**config.mk**
```make
export PLATFORM = sky130hd
export DESIGN_NAME = alu_issue_stage
export DESIGN_NICKNAME = d
export VERILOG_FILES = /design/src/rtl/alu_issue_stage.sv
export SDC_FILE = /design/constraint.sdc
export NUM_CORES = 1
export LEC_CHECK = 0
export CAP_MARGIN = 15
export CORE_MARGIN = 1
export CORE_UTILIZATION = 53
export DETAILED_ROUTE_END_ITERATION = 8
export GPL_ROUTABILITY_DRIVEN = 0
export HOLD_SLACK_MARGIN = 0.06
export PLACE_DENSITY = 0.86
export SLEW_MARGIN = 10
export SYNTH_ARGS = -nofsm -noshare
export SYNTH_HDL_FRONTEND = slang
export SYNTH_SLANG_ARGS = --single-unit
export TNS_END_PERCENT = 5
```
**constraint.sdc**
```tcl
create_clock -name clk_i -period 4.06 [get_ports clk_i]
set_input_delay 0.609 -clock clk_i [delete_from_list [all_inputs] [get_ports clk_i]]
set_output_delay 0.609 -clock clk_i [all_outputs]
set_load 0.01 [all_outputs]
```
**src/rtl/alu_issue_stage.sv**
```systemverilog
// Issue stage for the single-cycle ALU. Requests queue in a DEPTH-entry FIFO whose
// head drives the ALU; results are registered into a valid/ready response slot.
module alu_issue_stage #(
  parameter int unsigned DEPTH = 4,
  parameter int unsigned XLEN  = 32,
  parameter int unsigned CMD_W = 8,
  parameter int unsigned TAG_W = 5
) (
  input  logic                     clk_i,
  input  logic                     rst_ni,

  input  logic                     req_valid_i,
  output logic                     req_ready_o,
  input  logic [XLEN-1:0]          req_rs1_i,
  input  logic [XLEN-1:0]          req_rs2_i,
  input  logic [CMD_W-1:0]         req_cmd_i,
  input  logic [TAG_W-1:0]         req_tag_i,

  output logic [XLEN-1:0]          alu_rs1_o,
  output logic [XLEN-1:0]          alu_rs2_o,
  output logic [CMD_W-1:0]         alu_cmd_o,
  input  logic [XLEN-1:0]          alu_rd_data_i,
  input  logic                     alu_zero_i,

  output logic                     rsp_valid_o,
  input  logic                     rsp_ready_i,
  output logic [XLEN-1:0]          rsp_data_o,
  output logic                     rsp_zero_o,
  output logic [TAG_W-1:0]         rsp_tag_o,
  output logic                     rsp_illegal_o,

  output logic [$clog2(DEPTH):0]   count_o,
  output logic                     busy_o
);

  localparam int unsigned PTR_W = $clog2(DEPTH);
  localparam int unsigned CNT_W = PTR_W + 1;
  localparam logic [CNT_W-1:0] FULL_COUNT = CNT_W'(DEPTH);

  if ((DEPTH < 2) || ((DEPTH & (DEPTH - 1)) != 0)) begin : g_bad_depth
    $error("alu_issue_stage: DEPTH must be a power of two and at least 2");
  end

  typedef struct packed {
    logic [XLEN-1:0]  rs1;
    logic [XLEN-1:0]  rs2;
    logic [CMD_W-1:0] cmd;
    logic [TAG_W-1:0] tag;
  } entry_t;

  function automatic logic cmd_is_legal(input logic [CMD_W-1:0] cmd);
    return cmd inside {CMD_W'(1),  CMD_W'(2),  CMD_W'(3),  CMD_W'(74),
                       CMD_W'(75), CMD_W'(76), CMD_W'(79), CMD_W'(80),
                       CMD_W'(85), CMD_W'(86), CMD_W'(87)};
  endfunction

  entry_t           mem [DEPTH];
  entry_t           head;
  logic [PTR_W-1:0] wr_ptr;
  logic [PTR_W-1:0] rd_ptr;
  logic [CNT_W-1:0] count;
  logic             empty;
  logic             push;
  logic             pop;

  // Ready comes from the registered count alone, so a pop in the same cycle
  // never frees a slot for the incoming request.
  assign empty       = (count == '0);
  assign req_ready_o = (count != FULL_COUNT);
  assign push        = req_valid_i && req_ready_o;
  assign pop         = !empty && (!rsp_valid_o || rsp_ready_i);
  assign head        = mem[rd_ptr];

  // NOTE: the payload array has no reset; pointers and count alone say which
  // entries are live, so resetting the storage would only cost flops.
  always_ff @(posedge clk_i) begin
    if (push) begin
      mem[wr_ptr] <= '{rs1: req_rs1_i, rs2: req_rs2_i, cmd: req_cmd_i, tag: req_tag_i};
    end
  end

  // NOTE: state is updated with non-blocking assignments only, so every
  // register samples the values from before the edge regardless of order.
  always_ff @(posedge clk_i or negedge rst_ni) begin
    if (!rst_ni) begin
      wr_ptr <= '0;
      rd_ptr <= '0;
      count  <= '0;
    end else begin
      if (push) wr_ptr <= wr_ptr + PTR_W'(1);
      if (pop)  rd_ptr <= rd_ptr + PTR_W'(1);
      case ({push, pop})
        2'b10:   count <= count + CNT_W'(1);
        2'b01:   count <= count - CNT_W'(1);
        default: count <= count;
      endcase
    end
  end

  // NOTE: every output gets a default before the condition so no latch is
  // inferred; an empty FIFO presents command 0, which zeroes the ALU result.
  always_comb begin
    alu_rs1_o = '0;
    alu_rs2_o = '0;
    alu_cmd_o = '0;
    if (!empty) begin
      alu_rs1_o = head.rs1;
      alu_rs2_o = head.rs2;
      alu_cmd_o = head.cmd;
    end
  end

  // Response slot: loads on every pop, empties only when consumed with nothing
  // behind it, and holds steady while the consumer stalls.
  always_ff @(posedge clk_i or negedge rst_ni) begin
    if (!rst_ni) begin
      rsp_valid_o   <= 1'b0;
      rsp_data_o    <= '0;
      rsp_zero_o    <= 1'b0;
      rsp_tag_o     <= '0;
      rsp_illegal_o <= 1'b0;
    end else if (pop) begin
      rsp_valid_o   <= 1'b1;
      rsp_data_o    <= alu_rd_data_i;
      rsp_zero_o    <= alu_zero_i;
      rsp_tag_o     <= head.tag;
      rsp_illegal_o <= !cmd_is_legal(head.cmd);
    end else if (rsp_ready_i) begin
      rsp_valid_o   <= 1'b0;
    end
  end

  assign count_o = count;
  assign busy_o  = !empty || rsp_valid_o;

  a_no_push_when_full: assert property (@(posedge clk_i) disable iff (!rst_ni)
    !(push && (count == FULL_COUNT)));

  a_no_pop_when_empty: assert property (@(posedge clk_i) disable iff (!rst_ni)
    !(pop && empty));

endmodule

```
==> impl_metrics.yaml, run 1 <==
setup_path:
  cp-start-kind: "flop"
  endpoint_kind: "output port"
  crit_arrival_ns: 2.78
  cp_max_fo: 26
  criticalPathCategory: "reg2out"
  worstPathRequired_ns: 3.45
synthesis:
  syn_nets: 744
  synth-seq-cells: 355
  synth.distinct_cells: 31
  netlist_instances: 624
  synth_area_mm2: 0.0136
  avgSynthCellArea_um2: 21.7
  yosys-top-cells-area: "edfxtp_1 68%, mux4_2 13%, dfrtp_1 8.7%, nor2b_1 3.3%, mux2_2 3.2%"
  yosys_warnings: 0
  synth_top_area_share_pct: 68.2
  synth_area_leader_cell: "edfxtp_1"
  synth.yosys.seq_area_share_pct: 76.9
global_routing:
  gr-total-overflow: 0
  grt_max_degree: 76
  antenna_found_initial: 3
  grt_pass1_vias: 6949
  grt_pass1_wl_mm: 38.6
  track_usage_pct: 19.6
floorplanning:
  die_h_um: 162
  start_util_pct: 54.0
  io_pins: 231
  dieArea_mm2: 0.0262
  core_area_mm2: 0.0251
  fp.dieW_um: 162
  num_rows: 58
route:
  num_vias: 6708
  dr.pass1.iters: 4
  drtIter0Drc: 427
  viasPerCell: 5.47
  drc_errors: 0
  routedWlPerCell_um: 21.0
  ant_nets: 0
  top_layer: "met5"
  drt-total-wl_mm: 25.8
  wl_met3_mm: 1.83
  wl_met1_mm: 10.6
  wl_met2_mm: 12.7
cts:
  clock_path_buffers: 3
  htreeDepth: 2
  clock_latency_ns: 0.50
  clkSlewWorstSetupHoldPaths_ns: 0.06
  root_buffer: "clkbuf_16"
  cts_resized: 0
  clock_sinks: 355
  cts_setup_buffers: 0
  cts_tree: "yes"
  cts_made_buffers: 36
  hold_buffers: 0
job:
  maxCapViolations: 0
sta:
  fin_worst_skew_ns: 0.0166
  max_freq_ghz: 0.295
  hold_viol_final: 0
  post-route-period-util_pct: 83.6
  slew_viol_final: 0
  min_period_ns: 3.39
  fin_tns_setup_ns: 0
  tightest_slew_ns: 1.03
  setup_viol: 0
  rsz0062_at_grt: "false"
  slew-limit-headroom_pct: 31.6
power_and_ir_drop:
  p_per_area_mw_per_mm2: 756
  p_leak_uw: 0.00589
  ir_worst_vdd_v: 0.000484
cells_and_area:
  layout-drive-gt1-share_pct: 20.2
  syn_to_final_growth_pct: 28.4
  final_cells: 1226
  final_cell_area_mm2: 0.0174
  fin_nets: 992
placed_design:
  dpl_cell_area_mm2: 0.0163
  place.port_buffers: 230
  placed_cells: 1164
  hpwl_mm: 15.8
outcome:
  status: "finished, final reports clean"
hold_path:
  hp-class: "in2async"
[final timing paths]
| kind | from | endpoint | slack, ns | cells after the start |
|---|---|---|---|---|
| max | rd_ptr[0] | alu_cmd_o[6] | 0.67 | 4 |
| max reg2reg | rd_ptr[0] | rsp_illegal_o | 1.83 | 5 |
| min | rst_ni | wr_ptr[0] | 0.30 | 1 |
| min in group clk_i | rsp_data_o[20] | rsp_data_o[20] | 0.50 | 1 |
| min reg2reg | rsp_data_o[20] | rsp_data_o[20] | 0.50 | 1 |
| max in group asynchronous | rst_ni | rd_ptr[1] | 3.01 | 1 |
[stage by stage]
stage	setup WS (ns)	hold slack (ns)	util [%]	total power, µW
after floorplan	1.03	0.313	-	7900
after global placement	1.14	0.488	65.0	10100
after global routing	0.506	0.363	69.3	13700
final	0.667	0.300	69.3	13200
after detailed placement	1.15	0.494	65.0	10200
after CTS	0.592	0.319	69.3	13300
[layout make-up]
| class | instances | area, µm² |
|---|---|---|
| tap | 330 | 413 |
| antenna | 1 | 2.50 |
| fill | 1587 | 7700 |
| clock buffer | 49 | 991 |
| inverter | 9 | 33.8 |
| sequential | 355 | 10400 |
| timing repair buffer | 240 | 2470 |
| clock inverter | 12 | 101 |
| multi-input combinational | 230 | 2960 |
[flip-flops by register name, indices dropped and copies added, names as in the netlist]
register	flops
rsp_illegal_o	1
count_o	3
rsp_tag_o	5
mem	308
rd_ptr	2
rsp_valid_o	1
rsp_zero_o	1
rsp_data_o	32
wr_ptr	2
[worst max-delay path: stages (launching register included)]
cell	delay [ns]
dfrtp_4	0.70
buf_12	0.29
mux4_2	0.61
nor2b_1	0.18
clkdlybuf4s50_1	0.50
[where the power goes]
group	switching (µW)	internal (µW)
Clock	1250	1820
Combinational	2140	2740
Sequential	343	4860
[cells in the mapped netlist]
library cell and n:
a21oi_1 2, fa_1 1, mux2i_1 1, buf_2 13, nand3_1 1, clkbuf_1 8, o22ai_2 1, a21oi_2 1
o21ai_0 3, and4bb_2 1, xor2_1 3, nor2_1 7, buf_1 1, and2_1 1, buf_4 5, nor3_2 1
nor3_1 1, nand2_1 5, o21bai_1 1, ha_1 5, edfxtp_1 308, buf_6 3, xnor2_1 3, and3_1 4
nor2b_1 71, mux2_2 38, mux4_2 77, inv_1 9, dfrtp_1 47, nand2b_1 1, a31oi_1 1
[routing by layer]
metal	track usage [%]	vias up
met2	32.6	258
met3	4.57	48
met4	5.62	4
li1	-	2991
met5	0	-
met1	25.9	3407
[cells by family (layout without fill, tap and decap cells)]
kind of cell | count (synthesis) | count (layout) | synth area share, %
AOI/OAI and AO/OA | 9 | 9 | 0.443
adders and majority gates | 6 | 6 | 0.609
DFF | 355 | 355 | 76.9
xor gates and xnor gates | 6 | 6 | 0.388
and+or+nand+nor | 93 | 93 | 4.13
buffers and inverters | 39 | 310 | 1.50
muxes | 116 | 116 | 16.0
other | 0 | 1 | 0
[placed cells by master, fill, tap and decap left out, drive strengths merged, types with 4 or more instances in the layout]
master,instances
buf,11
and3,4
nor2,7
inv,9
dfrtp,47
clkdlybuf4s50,229
edfxtp,308
ha,5
mux4,77
clkinv,10
clkbuf,49
mux2,38
nand2,5
nor2b,71
No activity file was read; power rests on OpenSTA's default activity.
==> run 2: changes to the inputs <==
--- a/config.mk
+++ b/config.mk
@@ -7,11 +7,11 @@
 export LEC_CHECK = 0
 export CAP_MARGIN = 15
 export CORE_MARGIN = 1
-export CORE_UTILIZATION = 53
+export CORE_UTILIZATION = 48
 export DETAILED_ROUTE_END_ITERATION = 8
 export GPL_ROUTABILITY_DRIVEN = 0
 export HOLD_SLACK_MARGIN = 0.06
-export PLACE_DENSITY = 0.86
+export PLACE_DENSITY = 0.82
 export SLEW_MARGIN = 10
 export SYNTH_ARGS = -nofsm -noshare
 export SYNTH_HDL_FRONTEND = slang
==> constraint.sdc (replaced) <==
create_clock -name clk_i -period 2.8 [get_ports clk_i]
set_input_delay 0.42 -clock clk_i [delete_from_list [all_inputs] [get_ports clk_i]]
set_output_delay 0.42 -clock clk_i [all_outputs]
set_load 0.01 [all_outputs]
==> run 2 against run 1 <==
The run now ends with setup timing left. Via count increased by 1.5%. Wire length increased by 3.7%. Sequential power increased by 44%. Clock skew decreased by 0.0018 ns. Cell count increased by 6.2%. Cell area increased by 2.6%. Largest power group unchanged. Critical path depth unchanged. Die area increased by 10%. Worst hold slack improved by 0.13 ns.
==> impl_metrics.yaml, run 2 (same netlist as run 1, synthesis figures left out) <==
outcome:
  status: "finished with violations"
  violations: "setup timing"
job:
  maxCapViolations: 0
setup_path:
  criticalPathCategory: "reg2out"
  crit_arrival_ns: 2.48
  cp-start-kind: "flop"
  endpoint_kind: "output port"
  reg2reg_from: "count_o[1]"
  cp-startpoint: "rd_ptr[0]"
  worstPathRequired_ns: 2.38
  cp_max_fo: 10
cts:
  htreeDepth: 2
  clock_latency_ns: 0.51
  cts_tree: "yes"
  cts_made_buffers: 37
  clock_sinks: 355
  root_buffer: "clkbuf_16"
  clkSlewWorstSetupHoldPaths_ns: 0.06
  clock_path_buffers: 3
sta:
  fin_worst_skew_ns: 0.0148
  slew-limit-headroom_pct: 63.2
  setup_ws_ns: -0.0992
  rsz0062_at_grt: "true"
  min_period_ns: 2.90
  max_freq_ghz: 0.345
  setup_viol: 8
  slew_viol_final: 0
  post-route-period-util_pct: 104
  hold_viol_final: 0
  tightest_slew_ns: 0.552
route:
  ant_nets: 0
  viasPerCell: 5.23
  drt-total-wl_mm: 26.7
  dr.pass1.iters: 4
  num_vias: 6806
  drc_errors: 0
  drtIter0Drc: 338
  routedWlPerCell_um: 20.5
global_routing:
  grt_pass1_vias: 7176
  antenna_found_initial: 2
  grt_max_degree: 78
  gr-total-overflow: 0
  track_usage_pct: 18.6
  grt_pass1_wl_mm: 40.2
hold_path:
  hp-class: "in2async"
cells_and_area:
  top_register: "mem"
  largest_reg_flops: 308
  reg.largest.list: "mem x308, rsp_data_o x32, rsp_tag_o x5"
  fin_nets: 1016
  antenna_cells: 0
  multi_input_area_mm2: 0.00296
  seq_area_mm2: 0.0104
  layout_common_cells: "308 x edfxtp_1, 165 x clkdlybuf4s50_1, 77 x mux4_2, 69 x nor2b_1, 45 x dfrtp_1"
  final_cell_area_mm2: 0.0179
  layout-drive-gt1-share_pct: 22.8
  filler_cell_count: 1924
  layout_commonest_cell: "edfxtp_1"
  syn_to_final_growth_pct: 31.7
power_and_ir_drop:
  p_leak_uw: 0.00632
  power_uw: 19300
  ir_worst_vdd_v: 0.000650
  p_per_area_mw_per_mm2: 1080
placed_design:
  dpl_cell_area_mm2: 0.0166
  dp_slack_ns: 0.340
  hpwl_mm: 16.6
  place.port_buffers: 230
floorplanning:
  io_pins: 231
  fp.dieW_um: 170
  dieArea_mm2: 0.0289
  num_rows: 61
  core_area_mm2: 0.0278
  start_util_pct: 48.8
  die_h_um: 170
==> run 2: cell count changes in the layout (fill, tap and decap cells not counted), sizes merged, moves of 5 or more <==
cell,change
clkinv,+8
dlymetal6s2s,+14
clkbuf,-5
buf,+21
dlygate4sd2,+44
clkdlybuf4s50,-64
clkdlybuf4s15,+6
==> run 2: layout make-up <==
cell class | instances | area share, %
Sequential cell | 355 | 58.4
Multi-Input combinational cell | 230 | 16.6
Clock buffer | 44 | 5.57
Inverter | 9 | 0.189
Tap cell | 378 | 2.65
Clock inverter | 23 | 0.911
Timing Repair Buffer | 263 | 15.6
==> run 2: worst max-delay path, stage by stage (launching register included) <==
cell,delay (ns)
dfrtp_4,0.50
bufbuf_16,0.33
mux4_2,0.50
nor2b_1,0.16
clkdlybuf4s50_1,0.49
==> run 2: path summary, 6_finish.rpt <==
kind / end / slack, ns / cells past startpoint
min in group clk_i: rsp_data_o[0] / 0.50 / 1
hold reg to reg: rsp_data_o[0] / 0.50 / 1
hold / removal: rsp_data_o[5] / 0.43 / 2
max in group asynchronous: rsp_data_o[14] / 1.78 / 3
setup reg to reg: count_o[2] / 0.55 / 10
setup / recovery: alu_rs1_o[25] / -0.1 / 4
==> run 2: power breakdown <==
group	switching (µW)	internal [µW]
Sequential	456	7040
Combinational	3250	3960
Clock	1900	2720
==> run 2: repair_timing <==
action,in CTS,in global routing
resized for setup,53,24
pin swaps,0,0
gates cloned,2,0
endpoints found under the hold margin,19,0
hold buffers,1,0
endpoints found under the setup margin,71,30
setup buffers,6,0
==> run 2: through the flow <==
step	TNS [ns]	hold WS, ns	std cells	util (%)
after floorplan	-52.39	0.124	624	-
after global placement	0	0.430	1226	59.6
after detailed placement	0	0.426	1226	59.6
after CTS	-2.50	0.424	1302	64.1
after global routing	-1.33	0.472	1302	64.3
final	-0.678	0.428	1302	64.3
==> run 2: per-layer routing <==
| layer | wire length (µm) | global-route usage [%] |
|---|---|---|
| met1 | 10500 | 22.5 |
| met2 | 13800 | 33.1 |
| met3 | 2050 | 5.00 |
| met5 | 27 | 0 |
| met4 | 446 | 4.58 |
==> RTL edit 1, RTL diff (config.mk and constraints of run 2) <==
Reset style: synchronous (`rst_ni`), changed in 2 clocked blocks.
--- a/src/rtl/alu_issue_stage.sv
+++ b/src/rtl/alu_issue_stage.sv
@@ -82,5 +82,5 @@
   // NOTE: state is updated with non-blocking assignments only, so every
   // register samples the values from before the edge regardless of order.
-  always_ff @(posedge clk_i or negedge rst_ni) begin
+  always_ff @(posedge clk_i) begin
     if (!rst_ni) begin
       wr_ptr <= '0;
@@ -113,5 +113,5 @@
   // Response slot: loads on every pop, empties only when consumed with nothing
   // behind it, and holds steady while the consumer stalls.
-  always_ff @(posedge clk_i or negedge rst_ni) begin
+  always_ff @(posedge clk_i) begin
     if (!rst_ni) begin
       rsp_valid_o   <= 1'b0;
Function: differs if rst_ni is asserted again (counterexample within 4 cycles, from zero or initial values and one cycle with rst_ni low); with rst_ni held inactive, the same outputs for 4 cycles.
==> RTL edit 1 against run 2 <==
Power fell by 8.4%; synthesized area rose by 0.25%; cell count rose by 6.8%; sequential cell count rose by 2; global-route usage rose by 0.71 points; cell area barely moved; setup slack improved by 0.19 ns; highest routed layer is now met4; routed wire length rose by 3.5%; critical path depth rose by 2.
==> RTL edit 1: results (changes against run 2) <==
Timing
The tightest slew margin relative to the limit is 62.7% (was 63.2%). The tightest hold margin is 0.459 ns (was 0.428 ns). The worst setup slack after layout is 0.0863 ns (was -0.0992 ns).

The clock skew after layout came to 0.0183 ns (was 0.0148 ns).

Finish
The number of filler cells placed in the layout is 1,963 (was 1,924). The multi-input logic cell count came to 316 (was 230). The share of final layout cell area taken by non-clock buffers was 15.3% (was 15.6%). The area fraction of clock buffers and clock inverters is 6.98% (was 6.48%). The clock buffer count in the final layout came to 48 (was 44).

Status
Status: complete, no violations (was finished with violations).

Power and ir drop
The fraction of power spent switching nets is 28.6% (was 29.0%). The leakage power is 6.23 nW (was 6.32 nW).

Clock tree
The setup fix buffers added after clock tree synthesis came to 3 (was 6). The quantity of gates resized following cts is 72 (was 53).

Critical path
The highest-delay cell along the critical path is mux4_2 (was dfrtp_4). The maximum fanout encountered on the critical timing path is 18 (was 10). The origin of the critical flop-to-flop path is count_o[2] (was count_o[1]). The worst-case register-to-register setup slack is 0.38 ns (was 0.55 ns).

GRT
The combined global-route utilization of all metal layers is 19.3% (was 18.6%). The met3 routing resource usage after global routing is 4.19% (was 5.00%). The number of antenna violations at the first check in global routing was 0 (was 2). The met1 usage in global routing came to 23.5% (was 22.5%).

The fraction of met2 tracks used by global routing is 34.0% (was 33.1%). The via count of the first global-routing pass came to 7,502 (was 7,176).

Logic synthesis
The mux contribution to synthesized area is 12.8% (was 16.0%). The share of synthesized flip-flops with an asynchronous set or reset is 0% (was 13.2%). The xor/xnor share of the synthesized area is 0.322% (was 0.388%). The number of distinct library cells after synthesis came to 33 (was 31). Main area contributors after synthesis: edfxtp_1 (68%), mux4_2 (13%), dfxtp_1 (7.2%) (was edfxtp_1 (68%), mux4_2 (13%), dfrtp_1 (8.7%)). The post-synth net total came to 838 (was 744).

The proportion of synthesized chip area in sequential cells came to 75.3% (was 76.9%).

Place
The post-detailed-placement cell area came to 16,500 sq um (was 16,600 sq um). The sum of net half-perimeters after detailed placement is 16,700 microns (was 16,600 microns).

Routing
The DRC marker count from the first detailed-route iteration is 540 (was 338). The first-pass iteration count of the detailed router is 5 (was 4). The met3 wire length came to 1800 microns (was 2050 microns).

Floorplanning
The full die area was 29,000 sq um (was 28,900 sq um).
## RTL edit 1: cell types whose count changed after synthesis, sizes merged, moves of 11 or more
cell and change:
nor2b -70, and2 +78, a21boi +41, nand2 +77
dfxtp +49, dfrtp -47, clkbuf +11, mux2 -38
## RTL edit 1: cells by family after synthesis
group                    Yosys count
flip-flops                       357
AO/OA/AOI/OAI                     49
XOR/XNOR                           5
adder cells (fa/ha/maj)            6
multiplexers                      77
buffers and inverters             45
AND/OR/NAND/NOR                  179
## RTL edit 1: power by group through the flow
| stage | Sequential, mW | Clock, mW | Combinational [mW] |
|---|---|---|---|
| after floorplan | 6.89 | 0 | 3.29 |
| after global placement | 6.81 | 0 | 6.12 |
| after detailed placement | 6.85 | 0 | 6.17 |
| after CTS | 6.77 | 5.05 | 6.04 |
| after global routing | 6.80 | 5.24 | 6.50 |
| final | 6.74 | 4.95 | 6.00 |
==> RTL edit 2, RTL diff (flow settings as in run 2) <==
Made on the original files. Set the parameter `TAG_W` to 6 (it was 5).
--- a/src/rtl/alu_issue_stage.sv
+++ b/src/rtl/alu_issue_stage.sv
@@ -5,5 +5,5 @@
   parameter int unsigned XLEN  = 32,
   parameter int unsigned CMD_W = 8,
-  parameter int unsigned TAG_W = 5
+  parameter int unsigned TAG_W = 6
 ) (
   input  logic                     clk_i,
Interface: changed (resized req_tag_i and rsp_tag_o); port bits go from 231 to 233. The function was not compared with the original's and may differ.
==> RTL edit 2 against run 2 <==
Synthesized area grew 1.2%; setup slack gained 0.16 ns; routed wire length grew 3.6%; fmax grew 5.8%; cell area is essentially flat; power shrank 0.89%; sequential cell count grew 5; register-to-register slack gained 0.03 ns; combinational power is essentially flat; largest power group unchanged; highest routed layer unchanged.
==> RTL edit 2: results (changes against run 2) <==
Finish
The final-stage net count came to 1,019 (was 1,016). The multi-input logic cell count is 232 (was 230). The share of final layout cell area taken by non-clock buffers is 15.1% (was 15.6%).

The proportion of layout cells with a drive suffix above 1 is 21.8% (was 22.8%). The sequential fraction of total cell area was 59.2% (was 58.4%). The number of flip-flops and latches was 360 (was 355). The clock buffer count in the final layout is 48 (was 44). The area fraction of clock buffers and clock inverters was 6.16% (was 6.48%).

Place
The sum of net half-perimeters after detailed placement is 17,400 microns (was 16,600 microns). The worst setup slack before clock tree synthesis was 0.321 ns (was 0.340 ns). The post-detailed-placement cell area is 16,700 sq um (was 16,600 sq um). The count of buffers from port buffering was 232 (was 230).

Power and ir drop
The leakage power was 6.30 nW (was 6.32 nW). The sequential share of power was 39.3% (was 38.8%). The peak supply drop is 0.648 mV (was 0.650 mV).

Logic synthesis
The cell area after technology mapping is 13,700 sq um (was 13,600 sq um). The proportion of synthesized chip area in sequential cells is 77.0% (was 76.9%). The xor/xnor share of the synthesized area came to 0.383% (was 0.388%).

The share of synthesized flip-flops with an asynchronous set or reset came to 13.3% (was 13.2%). The synthesized-area fraction occupied by adder cells came to 0.602% (was 0.609%). The post-synthesis compound-gate area fraction is 0.392% (was 0.443%). The mux contribution to synthesized area came to 16.1% (was 16.0%).

Timing
The tightest hold margin is 0.505 ns (was 0.428 ns). The clock skew after layout is 0.0152 ns (was 0.0148 ns). The final worst-path cycle share came to 97.9% (was 104%). The pin slew with the least headroom to its limit came to 0.760 ns (was 0.552 ns).

Critical path
The maximum fanout encountered on the critical timing path came to 11 (was 10). The worst-case register-to-register setup slack is 0.58 ns (was 0.55 ns). The highest-delay cell along the critical path is mux4_2 (was dfrtp_4). The destination of the critical timing path was alu_rs2_o[21] (was alu_rs1_o[25]). The stage delay of the slowest cell on the critical path came to 0.52 ns (was 0.50 ns).

The origin of the critical flop-to-flop path is count_o[0] (was count_o[1]).

GRT
The via count of the first global-routing pass was 7,339 (was 7,176). The pin count of the biggest net entering global routing came to 45 (was 78). The first-pass GRT wire length is 41,200 microns (was 40,200 microns).

Status
Status: complete, no violations (was finished with violations).

Routing
The average via count per standard cell was 5.26 (was 5.23).
-- RTL edit 2: cell types whose count changed in the layout (fill, tap and decap cells not counted), sizes merged, moves of 5 or more --
cell	delta
clkdlybuf4s15	-6
buf	-6
dlygate4sd2	+15
clkbuf	+5
-- RTL edit 2: what timing repair did --
item,4_1_cts,5_1_grt
cloned,2,0
hold buffers,1,0
gates resized for setup,68,14
setup buffers,1,0
endpoints found under the hold margin,33,0
endpoints found under the setup margin,55,31
-- RTL edit 2: per-layer routing --
layer | routed length (microns) | GRT usage, % | up-vias
met5 | 13 | 0 | -
met4 | 471 | 4.81 | 2
met3 | 1940 | 5.02 | 38
met2 | 14500 | 34.9 | 251
met1 | 10800 | 22.3 | 3509
li1 | - | - | 3064
-- RTL edit 2: kinds of logic (layout without fill, tap and decap cells) --
logic type	count (synthesis)	after routing
buffers and inverters	39	335
AOI/OAI and AO/OA	9	9
and+or+nand+nor	93	93
adders and majority gates	6	6
muxes	118	118
DFF	360	360
xor gates and xnor gates	6	6
